===== config.mk =====
export PLATFORM = sky130hd
export DESIGN_NAME = golden_nonce_queue
export DESIGN_NICKNAME = d
export VERILOG_FILES = /design/src/rtl/golden_nonce_queue.sv
export SDC_FILE = /design/constraint.sdc
export NUM_CORES = 1
export LEC_CHECK = 0
export CAP_MARGIN = 20
export CORE_MARGIN = 5
export CORE_UTILIZATION = 60
export DETAILED_ROUTE_END_ITERATION = 12
export DONT_BUFFER_PORTS = 1
export PLACE_DENSITY = 0.77
export SLEW_MARGIN = 20
export SYNTH_ARGS = -nofsm -noshare
export SYNTH_HDL_FRONTEND = slang
export SYNTH_SLANG_ARGS = --single-unit

===== constraint.sdc =====
create_clock -name clk -period 12.5 [get_ports clk]
set_input_delay 1.25 -clock clk [delete_from_list [all_inputs] [get_ports clk]]
set_output_delay 1.25 -clock clk [all_outputs]
set_load 0.02 [all_outputs]

===== src/rtl/golden_nonce_queue.sv =====
// Captures each new non-zero golden nonce from the miner core into a show-ahead FIFO
// with a saturating drop counter. Define GNON_TIMESTAMP_EN to store a cycle timestamp per entry.
module golden_nonce_queue #(
  parameter int DEPTH_LOG2  = 4,
  parameter int NONCE_WIDTH = 32
) (
  input  logic                   clk,
  input  logic                   reset_n,
  input  logic [NONCE_WIDTH-1:0] golden_nonce_in,
  input  logic                   rd_en,
  input  logic                   clear_overflow,
  output logic                   rd_valid,
  output logic [NONCE_WIDTH-1:0] rd_data,
  output logic [DEPTH_LOG2:0]    fifo_count,
  output logic [15:0]            overflow_count
`ifdef GNON_TIMESTAMP_EN
  ,
  output logic [31:0]            rd_timestamp
`endif
);

  localparam int DEPTH = 2 ** DEPTH_LOG2;
  localparam logic [DEPTH_LOG2:0] FULL_COUNT = (DEPTH_LOG2 + 1)'(DEPTH);
`ifdef GNON_TIMESTAMP_EN
  localparam int ENTRY_W = NONCE_WIDTH + 32;
`else
  localparam int ENTRY_W = NONCE_WIDTH;
`endif

  logic [NONCE_WIDTH-1:0] in_q;
  logic [NONCE_WIDTH-1:0] prev_q;
  logic [DEPTH_LOG2:0]    wr_ptr;
  logic [DEPTH_LOG2:0]    rd_ptr;
  logic [DEPTH_LOG2:0]    wr_ptr_next;
  logic [DEPTH_LOG2:0]    rd_ptr_next;
  logic [DEPTH_LOG2:0]    count_q;
  logic [ENTRY_W-1:0]     mem [DEPTH];
  logic [ENTRY_W-1:0]     wr_entry;
  logic [ENTRY_W-1:0]     head_entry;
  logic                   push_req;
  logic                   pop;
  logic                   full;
  logic                   do_write;
  logic                   drop;

  // Edge detector on the core output; zero is the core's idle value and never queued.
  always_ff @(posedge clk or negedge reset_n) begin
    if (!reset_n) begin
      in_q   <= '0;
      prev_q <= '0;
    end else begin
      in_q   <= golden_nonce_in;
      prev_q <= in_q;
    end
  end

  assign push_req = (in_q != prev_q) && (in_q != '0);
  assign full     = (count_q == FULL_COUNT);
  assign rd_valid = (count_q != '0);
  assign pop      = rd_en && rd_valid;
  // A simultaneous pop frees the slot, so a push into a full FIFO is not a drop.
  assign do_write = push_req && (!full || pop);
  assign drop     = push_req && full && !pop;

`ifdef GNON_TIMESTAMP_EN
  logic [31:0] cnt;

  always_ff @(posedge clk or negedge reset_n) begin
    if (!reset_n) begin
      cnt <= '0;
    end else begin
      cnt <= cnt + 32'd1;
    end
  end

  assign wr_entry = {cnt, in_q};
`else
  assign wr_entry = in_q;
`endif

  always_ff @(posedge clk) begin
    if (do_write) begin
      mem[wr_ptr[DEPTH_LOG2-1:0]] <= wr_entry;
    end
  end

  assign wr_ptr_next = do_write ? wr_ptr + 1'b1 : wr_ptr;
  assign rd_ptr_next = pop ? rd_ptr + 1'b1 : rd_ptr;

  always_ff @(posedge clk or negedge reset_n) begin
    if (!reset_n) begin
      wr_ptr  <= '0;
      rd_ptr  <= '0;
      count_q <= '0;
    end else begin
      wr_ptr  <= wr_ptr_next;
      rd_ptr  <= rd_ptr_next;
      count_q <= wr_ptr_next - rd_ptr_next;
    end
  end

  // The clear takes effect first so a drop on the same edge still counts as one.
  always_ff @(posedge clk or negedge reset_n) begin
    if (!reset_n) begin
      overflow_count <= '0;
    end else if (clear_overflow) begin
      overflow_count <= {15'd0, drop};
    end else if (drop && (overflow_count != 16'hFFFF)) begin
      overflow_count <= overflow_count + 16'd1;
    end
  end

  assign head_entry = mem[rd_ptr[DEPTH_LOG2-1:0]];
  assign rd_data    = rd_valid ? head_entry[NONCE_WIDTH-1:0] : '0;
  assign fifo_count = count_q;

`ifdef GNON_TIMESTAMP_EN
  assign rd_timestamp = rd_valid ? head_entry[ENTRY_W-1 -: 32] : '0;
`endif

endmodule


==> reports/qor.yml <==
run_status:
  outcome: "completed"
routing:
  avgRoutedWirePerCell_um: 30.1
  drt_iter0_drc: 1158
  first_pass_iters: 5
  detail-route-antenna-nets: 0
  vias: 10800
  drc: 0
  vias_per_cell: 6.51
  wirelength_mm: 50.1
pwr:
  p_total_uw: 6310
  combPwrFrac_pct: 27.4
  power.switching_uw: 1900
  pwr-share-clk_pct: 28.0
  intPower_uw: 4410
  seqPwrFrac_pct: 44.6
  power_density_nw_per_um2: 243
  ir_drop_mv: 0.128
  swShare_pct: 30.1
  cellLeakagePower_uw: 0.00853
global_routing:
  grt_usage_pct: 24.4
  antenna_found_initial: 3
  grt_pass1_vias: 11300
  grt_pass1_wl_mm: 74.8
  overflow: 0
  grt_max_degree: 96
run:
  cap_viol_max_count: 0
clock_network:
  cts_buffer_depth: 3
  insertion_delay_ps: 600
  cts_tree: "done"
  hold_buffers: 0
  cts_htree_levels: 2
  cts_resized: 0
  clock-sinks: 607
  post_cts_buffers: 0
  clock_tree.root_cell: "clkbuf_16"
  cts.clk_slew.worst_paths_ps: 60
  cts_buffers: 57
sta:
  worst_pin_slew_ps: 1030
  max-slew-margin-rel_pct: 31.1
  finalCritPeriodShare_pct: 41.6
  fmax_ghz: 0.192
  slew_viol_final: 0
  grt_setup_unrepaired: "false"
  finalHoldViolCount: 0
  tns_ps: 0
  setup_violations: 0
  fin_skew_ps: 10.2
  holdWs_ps: 349
  timing.final.crit_period_ps: 5200
logic_synthesis:
  synth-main-ff-cell: "edfxtp_1"
  syn_avg_cell_area_um2: 22.0
  ys_top_cells_by_count: "edfxtp_1, mux4_2, dfrtp_1, xnor2_1, clkbuf_1"
  ys_seq_area_share_pct: 76.3
  yosys-top-cells-area: "edfxtp_1, mux4_2, dfrtp_1, xnor2_1, and2_1"
  syn_nets: 1102
  yosys.area.top_type: "edfxtp_1"
  async_flop_share_pct: 15.7
  syn_inst: 1055
  yosys.area.top_type_share_pct: 66.1
  yosys_warnings: 0
  synth-edff-count: 512
  synthDistinctLibCells: 41
  synth_seq_cells: 607
  yosysMostFrequentCell: "edfxtp_1"
  synth_area_um2: 23300
setup_path:
  critical-path-max-stage-delay_ps: 1050
  cp_cell_sequence: "buf_4 > mux4_2 > mux4_2 > and2_1"
  r2r-start: "in_q[17]$_DFF_PN0_"
  worstSetupEndpointType: "output port"
  arrival_ps: 3950
  reg2reg_setup_slack_ps: 8420
  worstSetupPathType: "flop to output port"
  setup.worst_path.start_class: "flop"
  cp_max_fo: 47
  required_ps: 11250
  cpMostUsedCell: "mux4_2"
  cpMaxStageDelayCell: "dfrtp_4"
  worstRegToRegCells: 12
  rr_endpoint: "fifo_count[4]$_DFF_PN0_"
floorplan:
  die_w_um: 207
  core_um2: 38500
  fp-row-count: 72
  start_util_pct: 60.5
  die_area_um2: 42800
  ios: 90
  chipHeight_um: 207
place:
  placed_area_um2: 24000
  portBuffers: 0
  hpwl_mm: 24.6
  gp_congestion: 0.776
layout:
  fin_area_um2: 26000
  fin_util_pct: 67.6
  fin_nets: 1141
  layout-drive-gt1-share_pct: 27.7
  area_growth_pct: 11.7
min_path:
  hp-class: "primary input to async pin"
-- cell families (layout without fill, tap and decap cells) --
family | after synthesis | after routing | synth area share [%]
flip-flops | 607 | 607 | 76.3
other | 0 | 1 | 0
AND/OR/NAND/NOR | 127 | 127 | 3.45
AO/OA/AOI/OAI | 34 | 34 | 0.952
XOR/XNOR | 46 | 46 | 1.79
adder cells (fa/ha/maj) | 11 | 11 | 0.624
multiplexers | 165 | 165 | 15.7
buffers and inverters | 65 | 153 | 1.10
-- cell usage in the layout, fill, tap and decap left out, types with 2 or more instances in the layout --
cell type / netlist / routed
ha_1: 10 / 10
clkbuf_1: 38 / 12
nor2b_1: 4 / 4
clkinv_2: 0 / 13
and4b_2: 0 / 8
o21ai_0: 2 / 2
xnor2_1: 41 / 41
dfrtp_4: 0 / 2
dfrtp_2: 0 / 2
or4_1: 9 / 9
edfxtp_1: 512 / 512
buf_4: 0 / 33
and3_1: 4 / 3
bufinv_16: 0 / 5
nand4_1: 15 / 15
nor4_1: 12 / 10
mux2_2: 5 / 5
inv_1: 12 / 12
clkbuf_8: 0 / 10
nand2_1: 13 / 13
xor2_1: 4 / 4
clkinv_4: 0 / 2
clkinv_1: 0 / 4
nor4_2: 0 / 2
nand3_1: 5 / 5
dfrtp_1: 95 / 91
a21o_1: 3 / 3
nor4bb_4: 0 / 3
and2_1: 33 / 33
and4_2: 0 / 4
nor2_1: 11 / 11
clkbuf_16: 0 / 60
a21oi_1: 14 / 14
mux4_2: 160 / 160
o31ai_1: 9 / 9
-- worst max-delay path: cells and delay by family, from the launching register on --
family        cells  cell delay [ps]
simple gates      1              250
buf+inv           1              850
mux               2             1130
flops             1             1050
-- power groups by stage --
stage | logic [uW] | registers, uW | clock network (uW)
2_1_floorplan | 1390 | 2690 | 0
4_1_cts | 1760 | 2820 | 1790
6_report | 1730 | 2810 | 1760
3_5_place_dp | 1740 | 2850 | 0
5_1_grt | 1850 | 2850 | 1880
3_3_place_gp | 1720 | 2820 | 0
-- metrics by stage --
stage               setup WS [ps]  instances
global route                 6960       1662
global placement             7850       1553
CTS                          7150       1661
detailed placement           7820       1553
finish                       7300       1662
floorplan                    6910       1055
-- routing by layer --
layer | track usage, % | vias up | part of all wire, % | routed length (um)
li1 | - | 4441 | - | -
met1 | 35.2 | 5791 | 38 | 19200
met2 | 40.1 | 519 | 52 | 25900
met3 | 5.36 | 66 | 8.6 | 4290
met4 | 4.58 | 2 | 1.4 | 726
met5 | 0 | - | 0.026 | 13
-- registers in the layout, indices dropped and copies added (netlist names) --
signal          count
mem               512
in_q               32
prev_q             32
overflow_count     16
fifo_count          5
rd_ptr              5
wr_ptr              5
-- worst max-delay path by stage --
stage / startpoint / endpoint / slack, ps / cells after the start
floorplan: rd_en / mem[3][0]$_DFFE_PP_ / 6910 / 5
global placement: rd_ptr[0]$_DFF_PN0_ / rd_data[7] / 7850 / 4
detailed placement: rd_ptr[0]$_DFF_PN0_ / rd_data[12] / 7820 / 4
CTS: rd_ptr[0]$_DFF_PN0_ / rd_data[14] / 7150 / 4
global route: rd_ptr[0]$_DFF_PN0_ / rd_data[14] / 6960 / 4
finish: rd_ptr[0]$_DFF_PN0_ / rd_data[14] / 7300 / 4
-- area by class of cell --
cell class | instances | area (um^2)
timing repair buffer | 33 | 248
clock buffer | 82 | 1680
antenna | 1 | 2.50
clock inverter | 26 | 264
sequential | 607 | 17800
inverter | 12 | 45.0
tap | 518 | 648
multi-input combinational | 383 | 5330
fill | 2326 | 12500
(Power assumes the default switching activity.)
